### src/rtl/sevenseg_pkg.sv
// Shared types and constants for the seven-segment scanner.
// Glyphs are active-low {g,f,e,d,c,b,a}.
package sevenseg_pkg;

    typedef enum logic {
        GUARD = 1'b0,
        DRIVE = 1'b1
    } scan_state_t;

    localparam logic [6:0] SEG_OFF = 7'h7F;

    localparam logic [6:0] GLYPHS [16] = '{
        7'h40, 7'h79, 7'h24, 7'h30,
        7'h19, 7'h12, 7'h02, 7'h78,
        7'h00, 7'h18, 7'h08, 7'h03,
        7'h46, 7'h21, 7'h06, 7'h0E
    };

    function automatic int max2(input int a, input int b);
        return (a > b) ? a : b;
    endfunction

endpackage

### src/rtl/sevensegments_scanner_if.sv
// Display-side bundle: hex word load strobe in, scanned pins and frame out.
// The scanner takes the slave side.
interface sevensegments_scanner_if #(
    parameter int DIGITS = 4
);
    logic [4*DIGITS-1:0] value;
    logic                load;
    logic [6:0]          seg;
    logic [DIGITS-1:0]   an;
    logic                frame;

    modport master (
        output value, load,
        input  seg, an, frame
    );

    modport slave (
        input  value, load,
        output seg, an, frame
    );
endinterface

### src/rtl/hex_to_segments.sv
// Combinational hex nibble to active-low seven-segment glyph.
module hex_to_segments
    import sevenseg_pkg::*;
(
    input  logic [3:0] hex,
    output logic [6:0] seg
);

    assign seg = GLYPHS[hex];

endmodule

### src/rtl/sevensegments_scanner.sv
// Time-multiplexed common-anode seven-segment scanner with guard slots.
// Optional leading-zero blanking when SEVSEG_LZB_EN is defined.
module sevensegments_scanner
    import sevenseg_pkg::*;
#(
    parameter int DIGITS       = 4,
    parameter int REFRESH_DIV  = 50000,
    parameter int GUARD_CYCLES = 2
) (
    input logic clk,
    input logic reset,
    sevensegments_scanner_if.slave bus
);

    localparam int CNT_MAX = max2(REFRESH_DIV, GUARD_CYCLES);
    localparam int CNT_W   = (CNT_MAX > 1) ? $clog2(CNT_MAX) : 1;
    localparam int IDX_W   = (DIGITS > 1) ? $clog2(DIGITS) : 1;

    localparam logic [CNT_W-1:0] G_LAST   = CNT_W'(GUARD_CYCLES - 1);
    localparam logic [CNT_W-1:0] R_LAST   = CNT_W'(REFRESH_DIV - 1);
    localparam logic [IDX_W-1:0] IDX_LAST = IDX_W'(DIGITS - 1);

    scan_state_t         state, state_n;
    logic [CNT_W-1:0]    cnt, cnt_n;
    logic [IDX_W-1:0]    idx, idx_n;
    logic [4*DIGITS-1:0] staging, shadow;
    logic                pending;
    logic                boundary;
    logic [6:0]          seg_q, seg_n;
    logic [DIGITS-1:0]   an_q, an_n;
    logic                frame_q;
    logic [3:0]          digit;
    logic [6:0]          glyph;
    logic                blank;

    assign digit = shadow[4*idx +: 4];

    hex_to_segments u_glyph (
        .hex (digit),
        .seg (glyph)
    );

`ifdef SEVSEG_LZB_EN
    logic [IDX_W-1:0] top;

    // Highest nonzero digit; an all-zero word still keeps digit 0 lit.
    always_comb begin
        top = '0;
        for (int i = 0; i < DIGITS; i++) begin
            if (shadow[4*i +: 4] != 4'h0) top = IDX_W'(i);
        end
    end

    assign blank = (idx > top);
`else
    assign blank = 1'b0;
`endif

    always_comb begin
        state_n  = state;
        cnt_n    = cnt + CNT_W'(1);
        idx_n    = idx;
        boundary = 1'b0;
        unique case (state)
            GUARD: begin
                if (cnt == G_LAST) begin
                    state_n = DRIVE;
                    cnt_n   = '0;
                end
            end
            DRIVE: begin
                if (cnt == R_LAST) begin
                    state_n  = GUARD;
                    cnt_n    = '0;
                    boundary = (idx == IDX_LAST);
                    idx_n    = (idx == IDX_LAST) ? '0 : idx + IDX_W'(1);
                end
            end
        endcase
    end

    // Pins follow the next state so they change on the same edge.
    always_comb begin
        seg_n = SEG_OFF;
        an_n  = '1;
        if (state_n == DRIVE && !blank) begin
            seg_n = glyph;
            an_n  = ~(DIGITS'(1) << idx);
        end
    end

    always_ff @(posedge clk) begin
        if (reset) begin
            state   <= GUARD;
            cnt     <= '0;
            idx     <= '0;
            staging <= '0;
            shadow  <= '0;
            pending <= 1'b0;
            seg_q   <= SEG_OFF;
            an_q    <= '1;
            frame_q <= 1'b0;
        end else begin
            state   <= state_n;
            cnt     <= cnt_n;
            idx     <= idx_n;
            seg_q   <= seg_n;
            an_q    <= an_n;
            frame_q <= boundary;
            if (bus.load) staging <= bus.value;
            if (boundary && bus.load) begin
                shadow  <= bus.value;
                pending <= 1'b0;
            end else if (boundary && pending) begin
                shadow  <= staging;
                pending <= 1'b0;
            end else if (bus.load) begin
                pending <= 1'b1;
            end
        end
    end

    assign bus.seg   = seg_q;
    assign bus.an    = an_q;
    assign bus.frame = frame_q;

endmodule

### src/flat_wrapper.sv
// flat-port wrapper written by rule: the top's interface ports become plain ports
module sevensegments_scanner_flat import sevenseg_pkg::*;
#(
    parameter int DIGITS       = 4,
    parameter int REFRESH_DIV  = 50000,
    parameter int GUARD_CYCLES = 2
)
  (clk, reset, bus_value, bus_load, bus_seg, bus_an, bus_frame);
  sevensegments_scanner_if #(.DIGITS(DIGITS)) bus_i ();
  input logic clk;
  input logic reset;
  input wire logic [$bits(bus_i.value)-1:0] bus_value;
  input wire logic [$bits(bus_i.load)-1:0] bus_load;
  output wire logic [$bits(bus_i.seg)-1:0] bus_seg;
  output wire logic [$bits(bus_i.an)-1:0] bus_an;
  output wire logic [$bits(bus_i.frame)-1:0] bus_frame;
  assign bus_i.value = bus_value;
  assign bus_i.load = bus_load;
  assign bus_seg = bus_i.seg;
  assign bus_an = bus_i.an;
  assign bus_frame = bus_i.frame;
  sevensegments_scanner #(.DIGITS(DIGITS), .REFRESH_DIV(REFRESH_DIV), .GUARD_CYCLES(GUARD_CYCLES)) u_core (.clk(clk), .reset(reset), .bus(bus_i));
endmodule
### config.mk
export PLATFORM = sky130hd
export DESIGN_NAME = sevensegments_scanner_flat
export DESIGN_NICKNAME = d
export VERILOG_FILES = /design/src/rtl/sevenseg_pkg.sv /design/src/rtl/sevensegments_scanner_if.sv /design/src/rtl/hex_to_segments.sv /design/src/rtl/sevensegments_scanner.sv /design/src/flat_wrapper.sv
export SDC_FILE = /design/constraint.sdc
export NUM_CORES = 1
export LEC_CHECK = 0
export BUFFER_PORTS_ARGS = -buffer_cell sky130_fd_sc_hd__buf_2
export CORE_AREA = 2 2 102 123
export CTS_CLUSTER_SIZE = 8
export DETAILED_ROUTE_END_ITERATION = 16
export DIE_AREA = 0 0 104 125
export HOLD_SLACK_MARGIN = 0.1
export PLACE_DENSITY = 0.37
export SYNTH_ARGS = -nofsm -noshare
export SYNTH_HDL_FRONTEND = slang
export SYNTH_SLANG_ARGS = --single-unit
### constraint.sdc
create_clock -name clk -period 2.32 [get_ports clk]
set_clock_uncertainty 0.05 [all_clocks]
set_input_delay 0.464 -clock clk [delete_from_list [all_inputs] [get_ports clk]]
set_output_delay 0.464 -clock clk [all_outputs]
set_load 0.02 [all_outputs]
==> run summary <==
DRT Pass-1 Iters - 4
number of nets still failing antenna checks after routing - 0
max-capacitance violation count - 0
# DRC - 0
number of hold buffers added after cts - 0
Final Max Tran Viols - 0
combinational share of power - 0.079
placed inst area - 3311 um2
routed length per instance - 14.05 um
Post-Syn Instances - 304
Finished Cell Area - 3632 um2
DPL Wire Length - 4939 um
relative contribution of sequential cells to total power - 0.412
final critical-path setup slack - 0.1486 ns
total net switching power - 640.2 uW
IO Port Bufs - 30
critical-path cell with the highest stage delay - or4_1
sequential cell area fraction in the yosys report - 0.4418
total global-route track usage - 0.1195
H-tree levels - 3
clock insertion delay at the later pin of the skew report - 0.33 ns
number of placed cells counting well taps - 493
Tightest Hold Check Type - input pin to flip-flop
share of the clock period used by the worst path after layout - 0.9359
number of vias in the routed layout - 2338
accumulated negative setup slack - 0 ns
DP Worst Slack - 0.1609 ns
worst slew pin tran - 0.5588 ns
initial antenna violation count - 0
TritonCTS clock tree - done
clock input transition at the sequential cells of the worst setup and hold paths - 0.06 ns
cell internal pwr - 2.209 mW
largest stage delay on the critical path - 0.58 ns
largest net degree at the start of global routing - 36
# Post-CTS Setup Buffers - 0
Static Leakage - 1.301 nW
# resized after CTS - 0
Net Count, Synth - 334
startpoint types - flip-flop
DIE AREA - 13000 um2
Post-Route Hold Slack - 0.3375 ns
required time reported for the critical path endpoint - 2.47 ns
part of the power in the clock network - 0.509
start-to-end type of the worst setup path - flip-flop to flip-flop
CTS Root Cell - clkbuf_16
diode count - 0
worst vdd rail ir drop - 0.2753 mV
total of endpoints with negative setup slack in the final report - 0
Num CTS Buffers - 9
die outline height - 125 um
critical path endpoint category - flip-flop
number of nets in the finished design - 373
per-cell via count in the routed design - 4.593
number of different library cells in the post-synthesis netlist - 41
effective utilization at floorplan - 0.2439
final weighted congestion of routability-driven global placement - 0.7310
post-synthesis average cell area - 9.540 um2
outcome - completed
Final Routed Wirelength - 7149 um
Syn Std Cell Area - 2900 um2
count of endpoints failing hold in the final timing report - 0
Core Util, Final - 0.3055
GRT Residual Overflow - 0
proportion of layout cells with a drive suffix above 1 - 0.2471
growth of design area from synthesis to finish - 25.24%
slew margin rel. - 0.6222
power density cells - 784.3 nW/um2
arrival time at the worst endpoint - 2.33 ns
maximum fanout encountered on the critical timing path - 12
number of cell rows - 44
CP cell instances - or4_4, or4_1, buf_4, o31ai_1, a21oi_1
total design power - 2.849 mW
unrepaired setup endpoints after global routing - false
via count of the first global-routing pass - 2414
Net Sw Frac - 0.2247
Syn. warnings - 0
Finished Layout Cells - 509
wire length of the first global-routing pass - 12260 um
number of I/O pins - 31
floorplan die width - 104 um
post-synthesis sequential element count - 64
number of design-rule violations left by the first detailed-router iteration - 89
number of buffers on the longest clock path - 2
minimum clock period after layout - 2.171 ns
clock net sink count - 64
timing-limited maximum frequency - 460.5 MHz
placeable core region - 11890 um2
[placed cells by master (no fill, tap or decap), types with 7 or more instances in the layout]
cell type and n:
clkbuf_16 9, nand2_1 17, o21ai_0 7, dfxtp_1 64, o31ai_1 12, nand3_1 11, buf_2 30, mux2_2 14
a21oi_1 14, nor3_1 17, ha_1 11, buf_4 20, inv_1 8, nor2_1 10, nand4_1 19, nor2b_1 16
[power groups by stage]
stage	Sequential, mW	Clock (mW)	Combinational (mW)
2_1_floorplan	1.22	0	0.113
3_3_place_gp	1.20	0	0.228
3_5_place_dp	1.20	0	0.229
4_1_cts	1.17	1.50	0.230
5_1_grt	1.18	1.55	0.251
6_report	1.17	1.45	0.224
[cells in the mapped netlist (all sizes together)]
cell	count	area share
mux4	4	0.031
nor2	10	0.013
ha	11	0.047
and4	1	0.0030
or3	5	0.011
o31ai	12	0.031
clkbuf	16	0.021
nor3b	4	0.010
xnor2	5	0.015
nor4b	1	0.0030
a21o	1	0.0026
a211oi	5	0.013
o311ai	1	0.0030
nor2b	16	0.035
dfxtp	64	0.44
or4b	1	0.0035
or2	1	0.0022
nand2	17	0.022
buf	6	0.011
or4	4	0.012
a21oi	14	0.024
mux2	14	0.054
and2	2	0.0043
a31oi	4	0.0086
o2111ai	1	0.0030
o211ai	2	0.0052
xor2	5	0.015
mux2i	5	0.017
nand4	19	0.041
and3	2	0.0043
nand3	11	0.019
a211o	3	0.0091
nor3	17	0.029
nor4	3	0.0065
o21ai	7	0.012
a41oi	1	0.0030
inv	8	0.010
o221ai	1	0.0030
[worst max-delay path: cells and delay by family (launching register included)]
family,cells,cell delay (ns)
AND/OR/NAND/NOR,2,1.08
flip-flops,1,0.35
AO/OA/AOI/OAI,2,0.35
buffers and inverters,1,0.22
[worst paths after layout]
check,start,end,slack [ns],cells past startpoint
setup reg to reg,u_core.cnt[10],u_core.shadow[11],0.15,5
hold reg to reg,u_core.shadow[10],u_core.shadow[10],0.42,2
hold / removal,reset,u_core.idx[1],0.34,2
setup / recovery,u_core.cnt[10],u_core.shadow[11],0.15,5
[area by class of cell]
cell class              instances  area [um2]
fillers                      1264        8259
inverters                       8       30.03
multi-input cells             210        1498
clock inverters                 6       82.58
well taps                     161       201.4
flip-flops and latches         64        1281
repair buffers                 50       300.3
clock buffers                  10       239.0
[cell families (layout without fill, tap and decap cells)]
group | Yosys count | in the layout | synth area share
DFF | 64 | 64 | 0.4418
and+or+nand+nor | 114 | 114 | 0.2183
muxes | 23 | 23 | 0.1027
AOI/OAI and AO/OA | 52 | 52 | 0.1178
adders and majority gates | 11 | 11 | 0.04745
xor gates and xnor gates | 10 | 10 | 0.03020
buffers and inverters | 30 | 74 | 0.04185
[registers in the layout, summed over array words and instances, names as in the netlist]
name              cells
u_core.bus.an         4
u_core.bus.frame      1
u_core.bus.seg        7
u_core.cnt           16
u_core.idx            2
u_core.pending        1
u_core.shadow        16
u_core.staging       16
u_core.state          1
[metal layers]
layer / vias up / wire, um / share of wire / global-route usage
met5: - / 0 / 0 / 0
met4: 0 / 145 / 0.020 / 0.05962
met3: 9 / 217 / 0.030 / 0.03233
met2: 31 / 3127 / 0.44 / 0.1800
met1: 1104 / 3659 / 0.51 / 0.1575
li1: 1194 / - / - / -
No activity file was read; power rests on OpenSTA's default activity.
